## src/rtl/t5_decd.sv

```systemverilog
// t5_decd: decode stage of the 4-hart barrel RV32I pipeline.
// Registers the fetched word and hart-tagged PC, extracts register/function
// fields, builds the sign-extended immediate, classifies legality and
// register write, and keeps a RUN/HALT state per hart.
// Optional feature macro: T5_CSR_EN (legal Zicsr SYSTEM encodings).
module t5_decd #(
    parameter int XLEN = 32  // only 32 is supported
) (
    input  logic            clk,
    input  logic            rst,
    input  logic            ena,
    input  logic [31:0]     idat,
    input  logic [XLEN-1:0] pc,
    input  logic [3:0]      resume,
    output logic [XLEN-1:0] dpc,
    output logic [4:0]      rs1,
    output logic [4:0]      rs2,
    output logic [4:0]      rd,
    output logic [2:0]      fn3,
    output logic            fn7b,
    output logic [4:0]      opc,
    output logic [31:0]     imm,
    output logic            vld,
    output logic            wre,
    output logic            trp,
    output logic [3:0]      halt
);

    typedef enum logic [4:0] {
        OP_LOAD   = 5'b00000,
        OP_MISC   = 5'b00011,
        OP_OPIMM  = 5'b00100,
        OP_AUIPC  = 5'b00101,
        OP_STORE  = 5'b01000,
        OP_OP     = 5'b01100,
        OP_LUI    = 5'b01101,
        OP_BRANCH = 5'b11000,
        OP_JALR   = 5'b11001,
        OP_JAL    = 5'b11011,
        OP_SYSTEM = 5'b11100
    } opcode_e;

    typedef enum logic {
        S_RUN  = 1'b0,
        S_HALT = 1'b1
    } hart_st_e;

    hart_st_e st_q [4];
    hart_st_e st_d [4];

    logic [XLEN-1:0] dpc_q, dpc_d;
    logic [4:0]      rs1_q, rs1_d, rs2_q, rs2_d, rd_q, rd_d, opc_q, opc_d;
    logic [2:0]      fn3_q, fn3_d;
    logic            fn7b_q, fn7b_d;
    logic [31:0]     imm_q, imm_d;
    logic            vld_q, vld_d, wre_q, wre_d, trp_q, trp_d;

    logic [1:0]  hid;
    logic [31:0] imm_n;
    logic        legal, wr_cls, is_env, trap_c, wr_c, run_c;

    assign hid = pc[1:0];

    // Instruction classification and immediate generation
    always_comb begin
        imm_n  = '0;
        legal  = 1'b0;
        wr_cls = 1'b0;
        is_env = 1'b0;
        case (opcode_e'(idat[6:2]))
            OP_LOAD, OP_OPIMM: begin
                imm_n  = {{20{idat[31]}}, idat[31:20]};
                legal  = 1'b1;
                wr_cls = 1'b1;
            end
            OP_JALR: begin
                imm_n  = {{20{idat[31]}}, idat[31:20]};
                legal  = (idat[14:12] == 3'b000);
                wr_cls = 1'b1;
            end
            OP_SYSTEM: begin
                imm_n = {{20{idat[31]}}, idat[31:20]};
                if (idat == 32'h0000_0073 || idat == 32'h0010_0073) begin
                    legal  = 1'b1;
                    is_env = 1'b1;
                end
`ifdef T5_CSR_EN
                else if (idat[14:12] != 3'b000 && idat[14:12] != 3'b100) begin
                    legal  = 1'b1;
                    wr_cls = 1'b1;
                end
`endif
            end
            OP_STORE: begin
                imm_n = {{20{idat[31]}}, idat[31:25], idat[11:7]};
                legal = 1'b1;
            end
            OP_BRANCH: begin
                imm_n = {{19{idat[31]}}, idat[31], idat[7], idat[30:25], idat[11:8], 1'b0};
                legal = (idat[14:12] != 3'b010) && (idat[14:12] != 3'b011);
            end
            OP_LUI, OP_AUIPC: begin
                imm_n  = {idat[31:12], 12'h000};
                legal  = 1'b1;
                wr_cls = 1'b1;
            end
            OP_JAL: begin
                imm_n  = {{11{idat[31]}}, idat[31], idat[19:12], idat[20], idat[30:21], 1'b0};
                legal  = 1'b1;
                wr_cls = 1'b1;
            end
            OP_OP: begin
                legal  = 1'b1;
                wr_cls = 1'b1;
            end
            OP_MISC: begin
                legal = 1'b1;
            end
            default: begin
                legal = 1'b0;
            end
        endcase
        if (idat[1:0] != 2'b11) begin
            legal = 1'b0;
        end
        trap_c = !legal || is_env;
        wr_c   = legal && wr_cls && (idat[11:7] != 5'd0);
    end

    // Per-hart next state: resume is honoured regardless of ena; a trap halts the issuing hart
    always_comb begin
        run_c = (st_q[hid] == S_RUN);
        for (int unsigned h = 0; h < 4; h++) begin
            st_d[h] = st_q[h];
            if (st_q[h] == S_HALT) begin
                if (resume[h]) begin
                    st_d[h] = S_RUN;
                end
            end else if (ena && hid == 2'(h) && trap_c) begin
                st_d[h] = S_HALT;
            end
        end
    end

    // Per-hart state register
    always_ff @(posedge clk) begin
        if (rst) begin
            for (int unsigned h = 0; h < 4; h++) begin
                st_q[h] <= S_RUN;
            end
        end else begin
            for (int unsigned h = 0; h < 4; h++) begin
                st_q[h] <= st_d[h];
            end
        end
    end

    // Pipeline register next values: capture on ena, hold otherwise
    always_comb begin
        dpc_d  = dpc_q;
        rs1_d  = rs1_q;
        rs2_d  = rs2_q;
        rd_d   = rd_q;
        fn3_d  = fn3_q;
        fn7b_d = fn7b_q;
        opc_d  = opc_q;
        imm_d  = imm_q;
        vld_d  = vld_q;
        wre_d  = wre_q;
        trp_d  = trp_q;
        if (ena) begin
            dpc_d  = pc;
            rs1_d  = idat[19:15];
            rs2_d  = idat[24:20];
            rd_d   = idat[11:7];
            fn3_d  = idat[14:12];
            fn7b_d = idat[30];
            opc_d  = idat[6:2];
            imm_d  = imm_n;
            vld_d  = run_c && !trap_c;
            wre_d  = run_c && !trap_c && wr_c;
            trp_d  = run_c && trap_c;
        end
    end

    // Pipeline registers
    always_ff @(posedge clk) begin
        if (rst) begin
            dpc_q  <= '0;
            rs1_q  <= '0;
            rs2_q  <= '0;
            rd_q   <= '0;
            fn3_q  <= '0;
            fn7b_q <= 1'b0;
            opc_q  <= '0;
            imm_q  <= '0;
            vld_q  <= 1'b0;
            wre_q  <= 1'b0;
            trp_q  <= 1'b0;
        end else begin
            dpc_q  <= dpc_d;
            rs1_q  <= rs1_d;
            rs2_q  <= rs2_d;
            rd_q   <= rd_d;
            fn3_q  <= fn3_d;
            fn7b_q <= fn7b_d;
            opc_q  <= opc_d;
            imm_q  <= imm_d;
            vld_q  <= vld_d;
            wre_q  <= wre_d;
            trp_q  <= trp_d;
        end
    end

    // Output mapping; halt reflects the live hart state
    always_comb begin
        dpc  = dpc_q;
        rs1  = rs1_q;
        rs2  = rs2_q;
        rd   = rd_q;
        fn3  = fn3_q;
        fn7b = fn7b_q;
        opc  = opc_q;
        imm  = imm_q;
        vld  = vld_q;
        wre  = wre_q;
        trp  = trp_q;
        for (int unsigned h = 0; h < 4; h++) begin
            halt[h] = (st_q[h] == S_HALT);
        end
    end

endmodule

```

## config.mk

```make
export PLATFORM = sky130hd
export DESIGN_NAME = t5_decd
export DESIGN_NICKNAME = d
export VERILOG_FILES = /design/src/rtl/t5_decd.sv
export SDC_FILE = /design/constraint.sdc
export NUM_CORES = 1
export LEC_CHECK = 0
export BUFFER_PORTS_ARGS = -buffer_cell sky130_fd_sc_hd__buf_4
export CORE_AREA = 2 2 95 97
export CTS_BUF_LIST = sky130_fd_sc_hd__clkbuf_4
export DETAILED_ROUTE_END_ITERATION = 6
export DIE_AREA = 0 0 97 99
export PLACE_DENSITY = 0.81
export RECOVER_POWER = 50
export SYNTH_ARGS = -nofsm -noshare
export SYNTH_HDL_FRONTEND = slang
export SYNTH_SLANG_ARGS = --single-unit
```

## constraint.sdc

```tcl
create_clock -name clk -period 1.9 [get_ports clk]
set_clock_uncertainty 0.2 [all_clocks]
set_input_delay 0.38 -clock clk [delete_from_list [all_inputs] [get_ports clk]]
set_output_delay 0.38 -clock clk [all_outputs]
set_load 0.05 [all_outputs]
```

==> summary.md <==
The run finished with clean final reports. Data on the critical path is required at its endpoint by 2.05 ns. The critical path goes through buf_4 > nand2_2 > nand4b_1 > a21oi_2 > o21ai_0 > dlygate4sd3_1.

The critical path contains buffers and inverters numbering 2 combined. The worst setup path is of the in -> reg kind. The run gives 0 as the count of inserted antenna diode cells. Starting DRC count in detailed routing: 164. After synthesis the cells add up to 0.00415 mm2. When the netlist entered floorplanning its net count stood at 491.

The switching share of power was 32.8%; the routability-driven placement congestion ratio was 0.857. Distinct cell type count of the synthesized netlist: 58. STA classifies the critical path endpoint as a flip-flop.

For this run the aggregate overflow at the end of global routing stands at 0. Clock root buffer master: clkbuf_4. For flop-to-flop paths, the worst setup slack is 0.36 ns.

The average instance in the mapped netlist occupies 9.87 um2. The reg-to-reg critical path startpoint is st_q[3]. The fraction of final layout cells with drive strength greater than 1 came out at 37.3%. The run gives 1.97 ns as the data arrival time of the critical path. The number of pins with negative max-slew slack in the final report was 0.

166 I/O pins were placed. After detailed routing, the total wire length is 12.1 mm. Clock latency on the worst-skew pair, taken at its later pin, is 0.44 ns. Once placement finished, the instance area stood at 0.00545 mm2. Post-CTS timing repair inserted 0 buffers for setup. The register bit total from synthesis was 95. The tools report the peak supply drop as 0.000482 V. For this run, asynchronously set or reset flops after synthesis account for 0%.

The number of cell instances on the worst register-to-register path was 4; the largest fanout on the critical path was 11. The worst register-to-register path ends at st_q[3]. The internal power of the cells totals 2940 uW. For this design, the slowest cell found on the critical path is dlygate4sd3_1.

The multi-input logic area was 0.00198 mm2. The kind of cell with the highest combined delay along the critical path is buffers and inverters. The worst hold path terminates at rs2[2]. The run gives 48.8% as the sequential group share of total power. After layout, the minimum clock period comes to 1.82 ns. The run gives 0 as the number of setup violations in the final report.

The core region area was 0.00855 mm2. Clock-pin slew reported for the worst setup and hold paths after clock tree synthesis: 0.16 ns. The longest clock path from root to sink contains 2 buffers. For the pin with the worst max-slew slack, the measured transition is 1.13 ns. The share of total power dissipated in the clock network is 26.1%. The run gives 48.5% as the starting utilization of the core area. The number of failing hold endpoints at the final stage came out at 0.

The number of cells traversed by the worst hold path came out at 3. The number of antenna-violating nets in the routed design came out at 0. The post-route cell area was 0.00608 mm2; the first-pass GRT wire length was 19.4 mm.

The floorplan step set the die height to 99 um. H-tree depth reported by CTS: 3. During synthesis, Yosys emitted a total of 0 warnings. The initialized floorplan defines 34 standard-cell rows. Compared with the post-synthesis result, the final layout area differs by 46.7%. Before antenna repair, the detailed router went through 7 iterations. The logs give 0.00960 mm2 for the die outline area and 0.00190 mm2 for the sequential cell area. After technology mapping, the gate count stands at 420. The analysis attributes to net switching a power of 1430 uW. The filler cells instantiated in the layout total 626. The die is 97 um wide. Using the TritonRoute via totals, the vias-per-cell ratio works out to 5.29. The run gives 0 as the number of antenna violations at the first check in global routing. The fraction of power consumed by combinational cells is 25.1%, and the final hold slack is 0.0283 ns. The global-route usage over all layers was 24.9%. The tools report the maximum clock frequency as 551 MHz. The static power due to leakage was 0.00274 uW; the maximum number of pins on one net before global-route repair was 58. Setup repair after global routing left no endpoint under its margin.

The launching element type of the critical path was a primary input. The count of flip-flops with a built-in enable after synthesis was 0; the DRC violations left was 0. The final total negative setup slack is 0 ns, and the final clock period utilization by the worst path is 95.6%. The tools report the via count of the first global-routing pass as 3,868. For this run, the post-layout net count is 699.

The max-capacitance violation count was 0; the largest stage delay on the critical path was 0.56 ns. For this block, the via count after detailed routing is 3,920. The fraction of the yosys area taken by sequential cells is 45.9%. The run gives 8.01 mm as the half-perimeter wire length of the detailed placement result.

TritonCTS built the clock tree. The count of buffers from port buffering came out at 165. The startpoint identified for the worst hold timing path is idat[22]. The power density over the cells works out to 720 mW/mm2. TritonCTS buffer count: 9. The remaining max-slew budget at the tightest pin was 24.9%; the clock sink total was 95.

In this run the worst hold path is classified as in -> reg. In the synthesized netlist the dominant register cell turns out to be dfxtp_1. In the final routed layout, each cell accounts on average for 16.3 um.
## tightest hold or removal path, cell delays in order
cell     delay [ns]
buf_4          0.11
mux2i_1        0.07
nor2_1         0.08
## area by class of cell
class	count	share of cell area [%]
timing repair buffer	234	31.4
tap	108	2.22
multi-input combinational	286	32.5
clock buffer	9	1.11
inverter	2	0.123
clock inverter	7	1.30
sequential	95	31.3
## worst max path at each step
stage / slack [ns] / cells past startpoint / startpoint / end
after floorplan: 0.20 / 6 / idat[6] / imm[12]
after global placement: 0.09 / 6 / idat[3] / imm[15]
after detailed placement: -0.02 / 5 / idat[5] / imm[13]
after CTS: 0.08 / 6 / idat[5] / st_q[3]
after global routing: 0.01 / 6 / idat[5] / st_q[3]
final: 0.08 / 6 / idat[5] / st_q[3]
## state kept, by name, summed over array words and instances (netlist names), 3 cells and up
signal and flops:
rd 5, imm 32, rs2 5, fn3 3, opc 5, dpc 32
rs1 5, st_q 4
## synth_stat cells, drive strengths merged (2+ instances only)
| master | n | area, um2 |
|---|---|---|
| a32oi | 8 | 70.1 |
| mux2 | 2 | 26.3 |
| mux2i | 55 | 551 |
| nor4 | 2 | 18.8 |
| a22oi | 13 | 97.6 |
| nor2b | 5 | 31.3 |
| o211ai | 7 | 71.3 |
| or3b | 2 | 17.5 |
| nand2 | 29 | 111 |
| clkbuf | 9 | 33.8 |
| nand3 | 9 | 75.1 |
| nand2b | 13 | 88.8 |
| o31ai | 3 | 32.5 |
| inv | 2 | 7.51 |
| a31oi | 3 | 18.8 |
| a21oi | 21 | 135 |
| o21ai | 27 | 210 |
| buf | 28 | 205 |
| dfxtp | 95 | 1900 |
| nor2 | 64 | 240 |
## layer usage
layer  part of all wire (%)  GRT usage, %  up-vias
met4                    2.4          9.10        0
met5                      0             0        -
met1                     42          30.6     1835
li1                       -             -     1899
met3                    8.2          8.44       26
met2                     48          40.9      160
## power groups by stage
stage               combinational, uW  clock [uW]  sequential, uW
finish                           1100        1140            2140
global route                     1160        1250            2150
CTS                              1090        1170            2130
detailed placement               1000           0            2170
global placement                  988           0            2170
floorplan                         358           0            2470
## metrics by stage
step	setup WS, ns	std cells	power (uW)	util (%)
3_3_place_gp	0.0937	671	3160	63.7
4_1_cts	0.0848	740	4400	71.6
5_1_grt	0.0121	741	4560	71.1
6_report	0.0842	741	4380	71.1
3_5_place_dp	-0.0180	671	3180	63.7
2_1_floorplan	0.198	420	2830	-
## cells in the final DEF (no fill, tap or decap), types with 2 or more instances in the layout
cell type,synthesis,layout
a21oi_1,13,15
buf_4,5,170
clkbuf_1,9,2
inv_6,0,3
a31oi_1,3,3
o21ai_0,6,8
inv_1,2,2
o31ai_2,2,2
or3b_1,2,2
a21oi_2,8,6
nand2_1,28,28
clkbuf_4,0,10
o21ai_2,20,19
buf_12,0,3
a32oi_1,8,8
o211ai_1,5,5
a22oi_1,13,13
dlygate4sd3_1,0,54
nand2b_1,12,12
nor2_1,64,63
nor2b_1,5,5
mux2i_1,55,55
dfxtp_1,95,95
clkbuf_2,0,4
nand3_1,3,5
nand3_2,6,4
## cells by family (layout without fill, tap and decap cells)
family | Yosys count | after routing | synth area share, %
AO/OA/AOI/OAI | 94 | 94 | 18.2
XOR/XNOR | 2 | 2 | 0.423
buffers and inverters | 39 | 252 | 5.95
flip-flops | 95 | 95 | 45.9
multiplexers | 57 | 57 | 13.9
AND/OR/NAND/NOR | 133 | 133 | 15.6
## timing repair
action | in CTS | in global routing
hold buffers | 53 | 1
setup endpoints to repair | 0 | 0
endpoints found under the hold margin | 55 | 1
gates resized for setup | 0 | 0
Power figures use the tool's default switching activity.
